`config.mk`:
```
export PLATFORM = sky130hd
export DESIGN_NAME = output_stream_selector
export DESIGN_NICKNAME = d
export VERILOG_FILES = /design/src/rtl/test_sel_pkg.sv /design/src/rtl/sync_2ff.sv /design/src/rtl/output_stream_selector.sv
export SDC_FILE = /design/constraint.sdc
export NUM_CORES = 1
export LEC_CHECK = 0
export CORE_MARGIN = 10
export CORE_UTILIZATION = 44
export CTS_BUF_LIST = sky130_fd_sc_hd__clkbuf_4 sky130_fd_sc_hd__clkbuf_8
export CTS_CLUSTER_SIZE = 20
export DETAILED_ROUTE_END_ITERATION = 6
export PLACE_DENSITY = 0.84
export SYNTH_ARGS = -nofsm -noshare
export SYNTH_HDL_FRONTEND = slang
export SYNTH_SLANG_ARGS = --single-unit
```
`constraint.sdc`:
```
create_clock -name CLK -period 4.05 [get_ports CLK]
set_input_delay 0.81 -clock CLK [delete_from_list [all_inputs] [get_ports CLK]]
set_output_delay 0.81 -clock CLK [all_outputs]
set_load 0.05 [all_outputs]
```
`src/rtl/test_sel_pkg.sv`:
```
// Shared types and helpers for the test-output stream selector.
// Holds the FSM encoding and the enable decode function.
package test_sel_pkg;

    typedef enum logic [1:0] {
        IDLE  = 2'd0,
        BLANK = 2'd1,
        PASS  = 2'd2
    } sel_state_e;

    localparam int MAX_CH = 32;

    typedef struct packed {
        logic       ok;
        logic       multi;
        logic [4:0] idx;
    } dec_t;

    // ok: exactly one bit set (idx is its position); multi: more than one set
    function automatic dec_t onehot_decode(input logic [MAX_CH-1:0] v);
        dec_t        r;
        int unsigned n;
        r = '0;
        n = 0;
        for (int i = 0; i < MAX_CH; i++) begin
            if (v[i]) begin
                n++;
                r.idx = 5'(i);
            end
        end
        r.ok    = (n == 1);
        r.multi = (n > 1);
        return r;
    endfunction

endpackage

```
`src/rtl/sync_2ff.sv`:
```
// Width-parametrised two-flop synchroniser.
// Asynchronous active-high reset clears both stages.
module sync_2ff #(
    parameter int W = 1
) (
    input  logic         clk,
    input  logic         rst,
    input  logic [W-1:0] d,
    output logic [W-1:0] q
);

    logic [W-1:0] meta;

    always_ff @(posedge clk or posedge rst) begin
        if (rst) begin
            meta <= '0;
            q    <= '0;
        end else begin
            meta <= d;
            q    <= meta;
        end
    end

endmodule

```
`src/rtl/output_stream_selector.sv`:
```
// Registered test-output selector: synchronised one-hot enable,
// blanking on every source change, output strobe and sample counter.
module output_stream_selector
    import test_sel_pkg::*;
#(
    parameter int BW        = 21,
    parameter int NCH       = 4,
    parameter int BLANK_CYC = 4,
    parameter int CNTW      = 16
) (
    input  logic                    CLK,
    input  logic                    RST,
    input  logic [NCH*BW-1:0]       IN_DATA,
    input  logic [NCH-1:0]          IN_VALID,
    input  logic [NCH-1:0]          ENABLE,
    output logic [BW-1:0]           OUT,
    output logic                    OUT_VALID,
    output logic                    OUT_CLK,
    output logic [$clog2(NCH)-1:0]  ACTIVE_CH,
    output logic                    PASSING,
    output logic                    ERR_MULTI,
    output logic [CNTW-1:0]         SAMPLE_CNT
);

    localparam int CHW = $clog2(NCH);
    localparam int BCW = (BLANK_CYC > 1) ? $clog2(BLANK_CYC) : 1;
    localparam logic [BCW-1:0] BLANK_LD = BCW'(BLANK_CYC - 1);

    logic [NCH-1:0] ens;

    sync_2ff #(.W(NCH)) u_en_sync (
        .clk (CLK),
        .rst (RST),
        .d   (ENABLE),
        .q   (ens)
    );

    dec_t           dec;
    logic           tgt_ok;
    logic [CHW-1:0] tgt;

    assign dec    = onehot_decode(32'(ens));
    assign tgt_ok = dec.ok && ({27'd0, dec.idx} < 32'(NCH));
    assign tgt    = CHW'(dec.idx);

    sel_state_e      state_q, state_d;
    logic [CHW-1:0]  active_q, active_d;
    logic [BCW-1:0]  bcnt_q, bcnt_d;
    logic [BW-1:0]   out_q, out_d;
    logic            vld_q, vld_d;
    logic            oclk_q;
    logic            err_q;
    logic [CNTW-1:0] cnt_q, cnt_d;

    logic [BW-1:0]   sel_data;
    logic            sel_vld;
    logic            take;

    always_comb begin
        sel_data = '0;
        sel_vld  = 1'b0;
        for (int i = 0; i < NCH; i++) begin
            if (active_q == CHW'(i)) begin
                sel_data = IN_DATA[i*BW +: BW];
                sel_vld  = IN_VALID[i];
            end
        end
    end

    // A target change always wins over a same-cycle sample.
    always_comb begin
        state_d  = state_q;
        active_d = active_q;
        bcnt_d   = bcnt_q;
        out_d    = out_q;
        vld_d    = 1'b0;
        cnt_d    = cnt_q;
        take     = 1'b0;
        unique case (state_q)
            IDLE: begin
                out_d = '0;
                if (tgt_ok) begin
                    active_d = tgt;
                    bcnt_d   = BLANK_LD;
                    state_d  = BLANK;
                end
            end
            BLANK: begin
                out_d = '0;
                if (bcnt_q != '0) begin
                    bcnt_d = bcnt_q - BCW'(1);
                end else if (!tgt_ok) begin
                    state_d = IDLE;
                end else if (tgt != active_q) begin
                    active_d = tgt;
                    bcnt_d   = BLANK_LD;
                end else begin
                    state_d = PASS;
                    cnt_d   = '0;
                    take    = sel_vld;
                end
            end
            PASS: begin
                if (!tgt_ok) begin
                    state_d = IDLE;
                    out_d   = '0;
                end else if (tgt != active_q) begin
                    state_d  = BLANK;
                    active_d = tgt;
                    bcnt_d   = BLANK_LD;
                    out_d    = '0;
                end else begin
                    take = sel_vld;
                end
            end
            default: state_d = IDLE;
        endcase
        if (take) begin
            out_d = sel_data;
            vld_d = 1'b1;
            if (cnt_d != '1) cnt_d = cnt_d + CNTW'(1);
        end
    end

    always_ff @(posedge CLK or posedge RST) begin
        if (RST) begin
            state_q  <= IDLE;
            active_q <= '0;
            bcnt_q   <= '0;
            out_q    <= '0;
            vld_q    <= 1'b0;
            oclk_q   <= 1'b0;
            err_q    <= 1'b0;
            cnt_q    <= '0;
        end else begin
            state_q  <= state_d;
            active_q <= active_d;
            bcnt_q   <= bcnt_d;
            out_q    <= out_d;
            vld_q    <= vld_d;
            oclk_q   <= vld_q;
            err_q    <= dec.multi;
            cnt_q    <= cnt_d;
        end
    end

    assign OUT        = out_q;
    assign OUT_VALID  = vld_q;
    assign OUT_CLK    = oclk_q;
    assign ACTIVE_CH  = active_q;
    assign PASSING    = (state_q == PASS);
    assign ERR_MULTI  = err_q;
    assign SAMPLE_CNT = cnt_q;

endmodule

```
==> flow_summary.ini, run 1 <==
[timing]
period_minus_slack_ns = 3.83
hold_viol = 0
setup_viol_count_final = 0
skew_ns = 0.00597
slew_violations = 0
fin_crit_sh_pct = 94.5
hold_slack_ns = 0.356
fmax_mhz = 261
tightest_slew_ns = 0.609
slew_headroom_pct = 59.3

[power_and_ir_drop]
power_density_nw_per_um2 = 409
p_leak_uw = 0.00195
ir_drop_mv = 0.262

[critical_path]
crit_type = register to register
start_kind = register
r2r_cells = 17
worst_r2r_endpoint = SAMPLE_CNT[5]
required_ns = 4.28
r2r_slack_ns = 0.22
r2r-start = u_en_sync.q[1]
cp-end-kind = register
arrival_ns = 4.06
crit_fanout = 11

[clock_tree]
clk_pin_slew_ns = 0.10
ctsHoldBuffers = 0
clk_latency_ns = 0.30
cts_tree = yes
cts_sinks = 54
htreeDepth = 2
cts_buffer_depth = 2
cts_buffers = 5
root_buffer = clkbuf_8

[global_route]
use_met2_pct = 30.0
grt_usage_pct = 17.0
grtUsageMet3_pct = 8.67
grt_max_degree = 31
antenna_found_initial = 0
globalRouteMet1Util_pct = 17.8
grt_pass1_wl_um = 15200
grt.busiest_layer = met2
grt_pass1_vias = 3008
grt-ovfl-total = 0

[yosys]
netlist_area_sq_um = 3100
synth_flop_cell = dfrtp_1
synth.distinct_cells = 45
seq_area_frac_synth_pct = 43.6
synth_top_area_share_pct = 43.6
yosysWarnings = 0
synth_edf_count = 0
synth.most_common_cell = dfrtp_1
ys_ff_latch = 54
syn_nets = 369
yosysTopAreaCell = dfrtp_1
synth_async_sr_flop_share_pct = 100
synth.avg_cell_area_sq_um = 11.6
syn-instance-count = 267
yosys-top-cells-count = dfrtp_1 (54), mux4_2 (22), a22o_1 (21)
synth.area.top_cells = dfrtp_1 (44%), mux4_2 (16%), a22o_1 (5.9%), ha_1 (3.2%), a21oi_1 (2.7%)

[place]
placed_cell_area_sq_um = 4550
portBuffers = 136
place_hpwl_um = 7700
gp_congestion = 0.857

[drt]
vias_per_cell = 5.61
vias = 2823
wl_per_cell_um = 19.4
wl_um = 9740
drc = 0
antenna_left = 0
drt_iter0_markers = 145
firstDrtPassIters = 4

[die]
die-area_sq_um = 10800
io_pins = 137
die_x_um = 104
core-area_sq_um = 6830
row_count = 30
start_util_pct = 45.4
die_h_um = 104

[min_path]
hp-start = u_en_sync.meta[0]
hold-path-endpoint = u_en_sync.q[0]
min_path_type = register to register
min_path_cells = 0

[cells_and_area]
n_antenna_cell = 0
syn_to_final_growth_pct = 51.7
nNetsFinal = 508
postLayoutCellArea_sq_um = 4700
fill_cells = 515
register_area_sq_um = 1350
drive_gt1_share_pct = 13.3
multiInputGateArea_sq_um = 1630

[flow_run]
cap_violations = 0

[run_status]
status = finished, final reports clean
==> per-layer routing <==
layer / part of all wire, % / vias up
li1: - / 1294
met1: 37 / 1375
met2: 51 / 142
met3: 12 / 12
met4: 1.0 / 0
met5: 0 / -
==> sequential cells by signal, indices dropped and copies added (netlist names) <==
signal and cells:
ACTIVE_CH 2, ERR_MULTI 1, OUT 21, OUT_CLK 1
OUT_VALID 1, SAMPLE_CNT 16, bcnt_q 2, state_q 2
u_en_sync.meta 4, u_en_sync.q 4
==> critical path, cell delays in order, from the launching register on <==
cell	delay (ns)
dfrtp_1	0.41
inv_1	0.06
ha_1	0.34
xor2_2	0.21
ha_1	0.24
nand2b_1	0.16
nand4_2	0.13
and4_1	0.22
nand3_2	0.13
and2_1	0.23
ha_1	0.20
and3_1	0.23
nand4_1	0.16
or3_4	0.18
nand4_4	0.16
buf_6	0.20
or3_1	0.35
a21oi_1	0.15
==> cells by family (layout without fill, tap and decap cells) <==
family,count (synthesis),count (layout),synth area share (%)
and+or+nand+nor,79,79,14.9
muxes,29,29,18.3
AOI/OAI and AO/OA,64,64,14.1
xor gates and xnor gates,4,4,1.37
adders and majority gates,8,8,3.23
DFF,54,54,43.6
buffers and inverters,29,169,4.44
==> stage by stage <==
stage / TNS (ns) / setup slack, ns / util, % / power [uW] / std cells
finish: 0 / 0.222 / 68.8 / 1920 / 503
global route: -0.0439 / -0.0193 / 68.8 / 2030 / 503
CTS: 0 / 0.0201 / 68.0 / 1930 / 498
detailed placement: 0 / 0.0576 / 66.6 / 1620 / 490
global placement: 0 / 0.279 / 66.6 / 1590 / 490
floorplan: 0 / 0.465 / - / 1330 / 267
==> where the power goes <==
group          internal [uW]  switching, uW
clock network            138            176
registers                591           68.8
logic                    471            476
==> area by class of cell <==
class | count | share of cell area (%)
clock buffer | 6 | 1.76
clock inverter | 2 | 0.266
inverter | 12 | 0.958
multi-input combinational | 184 | 34.6
sequential | 54 | 28.8
tap | 96 | 2.55
timing repair buffer | 149 | 31.1
==> placed cells by master, fill, tap and decap left out, types with 2 or more instances in the layout <==
master / count
or3_1: 9
nand4b_1: 2
a21oi_1: 17
a22o_1: 21
or3_4: 2
buf_4: 11
nand2b_1: 2
nand3b_1: 3
o21ai_1: 2
ha_1: 8
o21ai_0: 15
and3_1: 7
mux2i_1: 5
nor2_1: 8
nand4_1: 6
xnor2_1: 2
clkbuf_8: 6
a31oi_1: 2
and2_1: 5
dfrtp_1: 53
inv_1: 11
mux4_2: 22
nand2_1: 16
nand3_1: 7
and4_1: 3
clkdlybuf4s50_1: 136
==> timing repair <==
action / 4_1_cts / 5_1_grt
setup buffers: 0 / 4
gates resized for setup: 0 / 4
endpoints found under the setup margin: 0 / 11
==> worst max-delay path by stage <==
stage / startpoint / to / slack (ns) / cells past startpoint
finish: u_en_sync.q[1] / SAMPLE_CNT[5] / 0.22 / 17
global route: u_en_sync.q[1] / SAMPLE_CNT[8] / -0.02 / 17
CTS: u_en_sync.q[1] / SAMPLE_CNT[8] / 0.02 / 17
detailed placement: u_en_sync.q[1] / SAMPLE_CNT[5] / 0.06 / 17
global placement: u_en_sync.q[1] / SAMPLE_CNT[6] / 0.28 / 17
floorplan: u_en_sync.q[1] / SAMPLE_CNT[7] / 0.46 / 19
Power figures use the tool's default switching activity.
==> run 2, diff against run 1 <==
Settings changed: GPL_TIMING_DRIVEN set to 0.
==> run 2 against run 1 <==
  * Clock-buffer cell count unchanged
  * First-iteration DRC count down 31%
  * Worst setup slack better by 0.030 ns
  * Cell area up 1.5%
  * Clock power up 17%
  * Die area unchanged
  * Hold slack better by 0.0028 ns
  * Via count up 1.4%
  * Sequential share of layout area down 0.45 points
  * Non-clock buffer count up 8
  * Critical path type unchanged
  * Largest cell class unchanged
==> flow_summary.ini, run 2 (same netlist as run 1, synthesis figures left out) <==
[run_status]
status = finished, final reports clean

[drt]
vias_per_cell = 5.60
vias = 2862
drt_iter0_markers = 100
firstDrtPassIters = 4
antenna_left = 0
wl_per_cell_um = 19.4
drc = 0
wl_um = 9920

[place]
gp_congestion = 0.871
placed_cell_area_sq_um = 4600
pre_cts_ws_ns = -0.0358
portBuffers = 136
place_hpwl_um = 8190

[clock_tree]
root_buffer = clkbuf_8
cts_buffers = 5
cts_buffer_depth = 2
clk_latency_ns = 0.30
clk_pin_slew_ns = 0.10
cts_sinks = 54
htreeDepth = 2
ctsHoldBuffers = 0
cts_tree = yes

[power_and_ir_drop]
power_density_nw_per_um2 = 416
net-switching-power_uw = 729
finalPower_uw = 1990
clkPwrFrac_pct = 18.4
seq_power_share_pct = 32.3
combinationalPowerShare_pct = 49.3
intPower_uw = 1260
p_leak_uw = 0.00198
ir_drop_mv = 0.239
switching_share_pct = 36.7

[cells_and_area]
nNetsFinal = 516
largest_reg_flops = 21
drive_gt1_share_pct = 14.2
n_antenna_cell = 0
syn_to_final_growth_pct = 54.0
layout_common_cells = clkdlybuf4s50_1 (136), dfrtp_1 (54), mux4_2 (22), a22o_1 (21), a21oi_1 (17)
layout_commonest_cell = clkdlybuf4s50_1
postLayoutCellArea_sq_um = 4770
fill_cells = 529

[min_path]
hp-start = u_en_sync.meta[1]
min_path_type = register to register
hold-path-endpoint = u_en_sync.q[1]
min_path_cells = 0

[critical_path]
r2r_cells = 19
crit_type = register to register
start_kind = register
cpMaxStageDelayCell = dfrtp_1
arrival_ns = 4.02
r2r-start = u_en_sync.q[1]
worst_r2r_endpoint = SAMPLE_CNT[6]
cp-end-kind = register
cp_cell_sequence = buf_4, ha_1, nand2_1, o21ai_0, ha_1, nand2b_1, nand4_2, and4_1, buf_4, nand3_2, and2_1, ha_2, and3_2, nand4_1, or3_4, nand4_2, buf_6, or3_1, a21oi_1
crit_family = simple AND/OR/NAND/NOR gates
path_buf_inv = 3
r2r_slack_ns = 0.25
required_ns = 4.27
crit_fanout = 10
cpPeakStageDelay_ns = 0.41

[timing]
hold_viol = 0
period_minus_slack_ns = 3.80
tightest_slew_ns = 0.840
setup_viol_count_final = 0
fin_crit_sh_pct = 93.8
hold_slack_ns = 0.359
slew_violations = 0
slew_headroom_pct = 44.0
skew_ns = 0.00608
worst_slack_ns = 0.252
fmax_mhz = 263

[global_route]
grt_pass1_wl_um = 16000
grt_pass1_vias = 3147
antenna_found_initial = 0
grt_usage_pct = 17.9
grt-ovfl-total = 0
grt_max_degree = 42

[flow_run]
cap_violations = 0

[die]
row_count = 30
core-area_sq_um = 6830
die_x_um = 104
io_pins = 137
die_h_um = 104
die-area_sq_um = 10800
start_util_pct = 45.4
## run 2: power groups by stage
stage	Sequential (uW)	Clock, uW	Combinational, uW
after floorplan	721	0	611
after global placement	644	0	936
after detailed placement	649	0	977
after CTS	640	373	978
after global routing	650	387	1060
final	641	366	978
## run 2: per-stage QoR
stage / setup TNS, ns / instances / utilization [%]
after floorplan: 0 / 267 / -
after global placement: 0 / 499 / 67.1
after detailed placement: -0.120 / 500 / 67.3
after CTS: 0 / 509 / 69.1
after global routing: -0.0148 / 511 / 69.9
final: 0 / 511 / 69.9
## run 2: worst reg2reg max path, cell delays in order (launching register included)
cell,delay (ns)
dfrtp_1,0.41
buf_4,0.15
ha_1,0.22
nand2_1,0.09
o21ai_0,0.09
ha_1,0.20
nand2b_1,0.16
nand4_2,0.10
and4_1,0.17
buf_4,0.14
nand3_2,0.13
and2_1,0.25
ha_2,0.20
and3_2,0.25
nand4_1,0.12
or3_4,0.15
nand4_2,0.16
buf_6,0.20
or3_1,0.34
a21oi_1,0.17
## run 2: worst max path at each step
stage,slack [ns],to,startpoint,depth (start not counted)
3_5_place_dp,-0.04,SAMPLE_CNT[7],u_en_sync.q[1],19
6_report,0.25,SAMPLE_CNT[6],u_en_sync.q[1],19
3_3_place_gp,0.09,SAMPLE_CNT[15],u_en_sync.q[1],19
5_1_grt,-0.008,SAMPLE_CNT[13],u_en_sync.q[1],20
4_1_cts,0.03,SAMPLE_CNT[7],u_en_sync.q[1],19
2_1_floorplan,0.46,SAMPLE_CNT[7],u_en_sync.q[1],19
## run 2: final cells by class
| cell class | instances | area [sq um] | share of cell area [%] |
|---|---|---|---|
| buffer | 17 | 98.8 | 2.07 |
| clock buffer | 6 | 76.3 | 1.60 |
| clock inverter | 2 | 37.5 | 0.787 |
| inverter | 12 | 45.0 | 0.944 |
| multi-input combinational | 184 | 1640 | 34.3 |
| sequential | 54 | 1350 | 28.3 |
| tap | 96 | 120 | 2.52 |
| timing repair buffer | 140 | 1400 | 29.4 |
## run 2: what timing repair did
item                       CTS  global route
resized for setup            0             9
pin swaps                    1             0
setup endpoints to repair    9            12
buffers inserted             1             2
## run 2: layer usage
layer	vias up	track usage [%]	routed length [um]	part of all wire, %
met1	1423	18.1	3570	36
met3	4	9.11	1130	11
met5	-	0	0	0
li1	1311	-	-	-
met2	124	32.5	5150	52
met4	0	2.68	74	0.75
